**src/rtl/alu_pkg.sv**
```systemverilog
// Shared definitions for the ALU arbiter slice: default widths, ALU opcodes
// and the arbiter state encoding.
package alu_pkg;

  localparam int ALU_W   = 8;
  localparam int ALU_OPW = 3;

  localparam logic [ALU_OPW-1:0] OP_ADD = 3'b000;
  localparam logic [ALU_OPW-1:0] OP_SUB = 3'b001;
  localparam logic [ALU_OPW-1:0] OP_AND = 3'b010;
  localparam logic [ALU_OPW-1:0] OP_OR  = 3'b011;
  localparam logic [ALU_OPW-1:0] OP_XOR = 3'b100;
  localparam logic [ALU_OPW-1:0] OP_NOT = 3'b101;
  localparam logic [ALU_OPW-1:0] OP_SHL = 3'b110;
  localparam logic [ALU_OPW-1:0] OP_SHR = 3'b111;

  typedef enum logic [1:0] {
    IDLE = 2'd0,
    EXEC = 2'd1,
    DONE = 2'd2
  } arb_state_t;

  // One-hot grant vector for requester index idx.
  function automatic logic [1:0] onehot2(input logic idx);
    return idx ? 2'b10 : 2'b01;
  endfunction

endpackage

```
**src/rtl/alu_arbiter_rr_arb2.sv**
```systemverilog
// Two-way round-robin pick with lock: a held lock restricts the grant to its
// owner; a lock whose owner is not requesting falls back to normal arbitration.
module rr_arb2
  import alu_pkg::*;
(
  input  logic [1:0] i_req,
  input  logic       i_last,
  input  logic       i_lock_en,
  input  logic       i_lock_owner,
  output logic [1:0] o_gnt
);

  logic w_lock_hold;

  assign w_lock_hold = i_lock_en & i_req[i_lock_owner];

  // NOTE: every output of a combinational block gets a default first so no
  // path leaves it unassigned, which would infer a latch.
  always_comb begin
    o_gnt = 2'b00;
    if (w_lock_hold) begin
      o_gnt = onehot2(i_lock_owner);
    end else begin
      case (i_req)
        2'b01:   o_gnt = 2'b01;
        2'b10:   o_gnt = 2'b10;
        2'b11:   o_gnt = onehot2(~i_last);
        default: o_gnt = 2'b00;
      endcase
    end
  end

endmodule

```
**src/rtl/alu_arbiter.sv**
```systemverilog
// Shares one combinational ALU between execute (requester 0) and the
// address/PC helper (requester 1): captures operands, registers the result.
module alu_arbiter
  import alu_pkg::*;
#(
  parameter int W   = ALU_W,
  parameter int OPW = ALU_OPW
) (
  input  logic           i_clk,
  input  logic           i_rst,

  input  logic           i_req0,
  input  logic [OPW-1:0] i_op0,
  input  logic [W-1:0]   i_a0,
  input  logic [W-1:0]   i_b0,
  input  logic           i_lock0,
  output logic           o_gnt0,
  output logic           o_done0,

  input  logic           i_req1,
  input  logic [OPW-1:0] i_op1,
  input  logic [W-1:0]   i_a1,
  input  logic [W-1:0]   i_b1,
  input  logic           i_lock1,
  output logic           o_gnt1,
  output logic           o_done1,

  output logic [W-1:0]   o_result,
  output logic           o_zero,

  output logic [W-1:0]   o_alu_a,
  output logic [W-1:0]   o_alu_b,
  output logic [OPW-1:0] o_alu_op,
  input  logic [W-1:0]   i_alu_out
);

  arb_state_t     r_state;
  arb_state_t     w_state_nxt;
  logic           r_owner;
  logic           r_last;
  logic           r_lock;
  logic [W-1:0]   r_alu_a;
  logic [W-1:0]   r_alu_b;
  logic [OPW-1:0] r_alu_op;
  logic [W-1:0]   r_result;
  logic           r_zero;

  logic [1:0]     w_req;
  logic [1:0]     w_pick;
  logic [1:0]     w_gnt;
  logic           w_arb;
  logic           w_granted;
  logic           w_sel;

  assign w_req = {i_req1, i_req0};

  rr_arb2 u_rr_arb2 (
    .i_req        (w_req),
    .i_last       (r_last),
    .i_lock_en    (r_lock),
    .i_lock_owner (r_owner),
    .o_gnt        (w_pick)
  );

  // Grants exist only in arb cycles and are suppressed while reset is held.
  assign w_gnt     = (w_arb && !i_rst) ? w_pick : 2'b00;
  assign w_granted = |w_gnt;
  assign w_sel     = w_gnt[1];

  always_comb begin
    w_state_nxt = r_state;
    w_arb       = 1'b0;
    case (r_state)
      IDLE: begin
        w_arb       = 1'b1;
        w_state_nxt = w_granted ? EXEC : IDLE;
      end
      EXEC: w_state_nxt = DONE;
      DONE: begin
        w_arb       = 1'b1;
        w_state_nxt = w_granted ? EXEC : IDLE;
      end
      default: w_state_nxt = IDLE;
    endcase
  end

  // NOTE: sequential state uses non-blocking assignments so every register
  // samples pre-edge values regardless of statement order.
  always_ff @(posedge i_clk or posedge i_rst) begin
    if (i_rst) begin
      r_state <= IDLE;
    end else begin
      r_state <= w_state_nxt;
    end
  end

  always_ff @(posedge i_clk or posedge i_rst) begin
    if (i_rst) begin
      r_owner  <= 1'b0;
      r_last   <= 1'b1;
      r_lock   <= 1'b0;
      r_alu_a  <= '0;
      r_alu_b  <= '0;
      r_alu_op <= '0;
    end else if (w_granted) begin
      r_owner  <= w_sel;
      r_last   <= w_sel;
      r_lock   <= w_sel ? i_lock1 : i_lock0;
      r_alu_a  <= w_sel ? i_a1 : i_a0;
      r_alu_b  <= w_sel ? i_b1 : i_b0;
      r_alu_op <= w_sel ? i_op1 : i_op0;
    end else if (w_arb && r_lock && !w_req[r_owner]) begin
      // Owner went idle in an arb cycle: the lock lapses.
      r_lock <= 1'b0;
    end
  end

  always_ff @(posedge i_clk or posedge i_rst) begin
    if (i_rst) begin
      r_result <= '0;
      r_zero   <= 1'b0;
    end else if (r_state == EXEC) begin
      r_result <= i_alu_out;
      r_zero   <= (i_alu_out == '0);
    end
  end

  assign o_gnt0   = w_gnt[0];
  assign o_gnt1   = w_gnt[1];
  assign o_done0  = (r_state == DONE) && !r_owner;
  assign o_done1  = (r_state == DONE) &&  r_owner;
  assign o_result = r_result;
  assign o_zero   = r_zero;
  assign o_alu_a  = r_alu_a;
  assign o_alu_b  = r_alu_b;
  assign o_alu_op = r_alu_op;

endmodule

```
**config.mk**
```make
export PLATFORM = sky130hd
export DESIGN_NAME = alu_arbiter
export DESIGN_NICKNAME = d
export VERILOG_FILES = /design/src/rtl/alu_pkg.sv /design/src/rtl/alu_arbiter_rr_arb2.sv /design/src/rtl/alu_arbiter.sv
export SDC_FILE = /design/constraint.sdc
export NUM_CORES = 1
export LEC_CHECK = 0
export ABC_AREA = 1
export BUFFER_PORTS_ARGS = -buffer_cell sky130_fd_sc_hd__buf_2
export CAP_MARGIN = 30
export CORE_UTILIZATION = 41
export DETAILED_ROUTE_END_ITERATION = 12
export GPL_ROUTABILITY_DRIVEN = 0
export GPL_TIMING_DRIVEN = 0
export PLACE_DENSITY = 0.75
export RECOVER_POWER = 100
export SETUP_SLACK_MARGIN = 0.05
export SYNTH_ARGS = -nofsm -noshare
export SYNTH_HDL_FRONTEND = slang
export SYNTH_SLANG_ARGS = --single-unit
```
**constraint.sdc**
```tcl
create_clock -name i_clk -period 1.2 [get_ports i_clk]
set_input_delay 0.12 -clock i_clk [delete_from_list [all_inputs] [get_ports i_clk]]
set_output_delay 0.12 -clock i_clk [all_outputs]
set_load 0.01 [all_outputs]
```
==> results.md <==
- Share of layout cells above drive strength 1: 45.5%
- Initial DRT Pass Iterations: 4
- Peak VDD IR: 1110 uV
- Most frequent cell after synthesis: nand2_1
- HPWL after DPL: 3300 um
- Cell row count: 23
- Switching portion of total power: 42.0%
- Vias in the first global route: 1566
- Slew @ Worst Pin: 647 ps
- Final instance area: 0.00267 sq mm
- Clock buffer depth: 2
- Syn_nets: 278
- I/O pin count: 84
- Global-route wire length before repair: 6970 um
- Failing checks: hold timing, setup timing
- Vias/cell: 4.82
- Synth area leader: dfrtp_1
- Initial core utilization: 43.1%
- Clk sinks: 33
- Synth area leaders: dfrtp_1 46%, nand2_1 23%, nand3_1 12%, buf_6 3.9%, nand2_4 1.9%
- DRC viols: 0
- Placed cell areas: 0.00227 sq mm
- Die Wd: 67.3 um
- Net Switching: 2.61 mW
- Filler Cell Count: 341
- Root Driver: clkbuf_8
- Final Skew: 6.72 ps
- R2R setup slack: -310 ps
- Buffers on Ports: 83
- Synth warnings: 0
- DR iter-0 viols: 47
- Die height: 67.3 um
- Max Cap Viol: 0
- Post-synthesis area per instance: 7.75 sq um
- Commonest cells post-synth: 105 x nand2_1, 42 x nand3_1, 32 x dfrtp_1, 7 x inv_1, 6 x buf_6
- Grt ovf: 0
- Post-synth design cell area: 0.00175 sq mm
- Nets: 385
- Critical path fanouts, max: 3
- CTS HTree Levels: 2
- Dpl cells: 360
- Final WL: 4860 um
- Post-synth EDFFs: 0
- Final Max Slew Viols: 0
- F_max: 0.655 GHz
- RSZ-0062 raised after global routing: true
- Comb pwr share: 54.9%
- Worst-skew pair later-pin latency: 290 ps
- Reg-to-Reg Start: r_owner
- Cells after synthesis: 226
- CTS tree: done
- Asr flop ratio synth: 100%
- Share of the yosys chip area belonging to registers: 47.2%
- Area growth, synth to finish: 52.5%
- Min Tclk post-route: 1530 ps
- Endpoints failing setup: 27
- Power Dens Cells: 2330 mW/mm^2
- GRT Util Overall: 21.1%
- Core area: 0.00406 sq mm
- Hold WS: -45.1 ps
- Top cell type's share of synthesized area: 45.7%
- Synth cell types: 24
- P_int: 3.61 mW
- Initial antenna violation count: 0
- Final setup margin: -328 ps
- Worst relative slew slack: 56.8%
- Commonest register cell after synthesis: dfrtp_1
- Critical Path Source Type: flop
- Largest net degree at the start of global routing: 18
- Final Instance Count excl. Fillers: 384
- Via count: 1852
- Reg2reg end: o_alu_b[2]
- Critical Path RT: 1080 ps
- Num CTS Buffers: 5
- Pwr Total: 6.22 mW
- Average wire per standard cell: 12.7 um
- Ant diodes: 0
- P_leak: 1.51 nW
- Seq pwr share: 31.9%
- Period utilization: 127%
- Worst Hold Class: in -> async
- Arrival time at the worst endpoint: 1410 ps
- Synthesized flop and latch total: 33
- Final Hold Viols: 16
- Clock Power Share: 13.2%
- R2r worst-path depth: 11
- Routed Antenna Nets: 0
- Final Core Density: 65.8%
- Crit path capture type: output port
- Area of the multi-input gates: 886 sq um
- Clk pin slew, worst setup/hold paths: 70 ps
- FF/Latch Area: 828 sq um
- Run status: complete, but fails checks
- Kind of critical path: reg -> out
- Area of the die: 0.00453 sq mm
power groups by stage:
stage / clock [mW] / sequential (mW) / combinational [mW]
detailed placement: 0 / 1.95 / 2.68
CTS: 0.843 / 1.94 / 2.82
floorplan: 0 / 2.14 / 1.54
global route: 0.897 / 2.05 / 3.76
global placement: 0 / 1.94 / 2.59
finish: 0.818 / 1.98 / 3.42
cell families (layout without fill, tap and decap cells):
| group | count (synthesis) | in the layout | synth area share (%) |
|---|---|---|---|
| buffers and inverters | 23 | 131 | 8.65 |
| AND/OR/NAND/NOR | 165 | 165 | 42.5 |
| AO/OA/AOI/OAI | 5 | 5 | 1.64 |
| flip-flops | 33 | 33 | 47.2 |
state kept, by name, indices dropped and copies added (netlist names):
signal,cells
o_zero,1
o_result,8
r_last,1
r_state,2
r_owner,1
o_alu_b,8
r_lock,1
o_alu_a,8
o_alu_op,3
cells in the final DEF, fill, tap and decap left out:
cell / instances
inv_4: 3
buf_2: 70
clkinv_2: 2
dfrtp_1: 31
inv_1: 3
nand2_8: 2
nor4_1: 1
o21ai_1: 2
nand3_1: 34
nor3_2: 1
o21ai_2: 1
clkbuf_2: 1
nor2_4: 1
inv_2: 5
o21ai_0: 1
and2_1: 1
nand3_2: 8
buf_8: 6
clkbuf_16: 3
clkbuf_1: 11
clkbuf_8: 5
nor2_1: 3
nor3_1: 1
buf_4: 11
nand2_4: 4
dfstp_2: 1
clkinvlp_4: 1
nor3_4: 1
nand2_1: 94
nand2_2: 13
nand3_4: 1
buf_6: 10
a21oi_2: 1
dfrtp_2: 1
cell type report:
cell class / count / area share [%]
Buffer: 12 / 5.34
Clock buffer: 5 / 2.58
Clock inverter: 3 / 0.656
Inverter: 11 / 1.83
Multi-Input combinational cell: 170 / 33.2
Sequential cell: 33 / 31.0
Tap cell: 50 / 2.34
Timing Repair Buffer: 100 / 23.0
worst max path at each step:
| stage | from | endpoint | cells after the start |
|---|---|---|---|
| 2_1_floorplan | r_last | o_alu_a[7] | 8 |
| 3_3_place_gp | r_last | o_gnt1 | 7 |
| 3_5_place_dp | r_last | o_gnt1 | 7 |
| 4_1_cts | r_last | o_gnt1 | 7 |
| 5_1_grt | r_owner | o_alu_b[7] | 11 |
| 6_report | r_last | o_gnt1 | 7 |
worst max-delay path, stage by stage, from the launching register on:
cell and delay [ps]:
dfstp_2 530, inv_2 50, o21ai_2 140, nand2_4 100
nand2_8 70, buf_8 100, inv_2 30, buf_6 100
repair_timing:
action	CTS	global route
cloned	1	3
pin swaps	4	14
hold buffers	0	0
endpoints found under the setup margin	35	36
resized for setup	13	37
setup buffers	4	9
stage by stage:
step	setup WS [ps]	setup TNS (ps)
after floorplan	-51.1	-944
after global routing	-397	-9400
after detailed placement	-182	-3550
after global placement	-166	-7340
final	-328	-7170
after CTS	-375	-8000
metal layers:
metal / wire, um / global-route usage, % / up-vias
met5: 0 / 0 / -
met4: 80 / 7.98 / 0
met3: 206 / 5.91 / 8
met2: 2380 / 35.0 / 49
met1: 2200 / 26.0 / 860
li1: - / - / 935
Note: power is estimated with default switching activity, not from simulation.
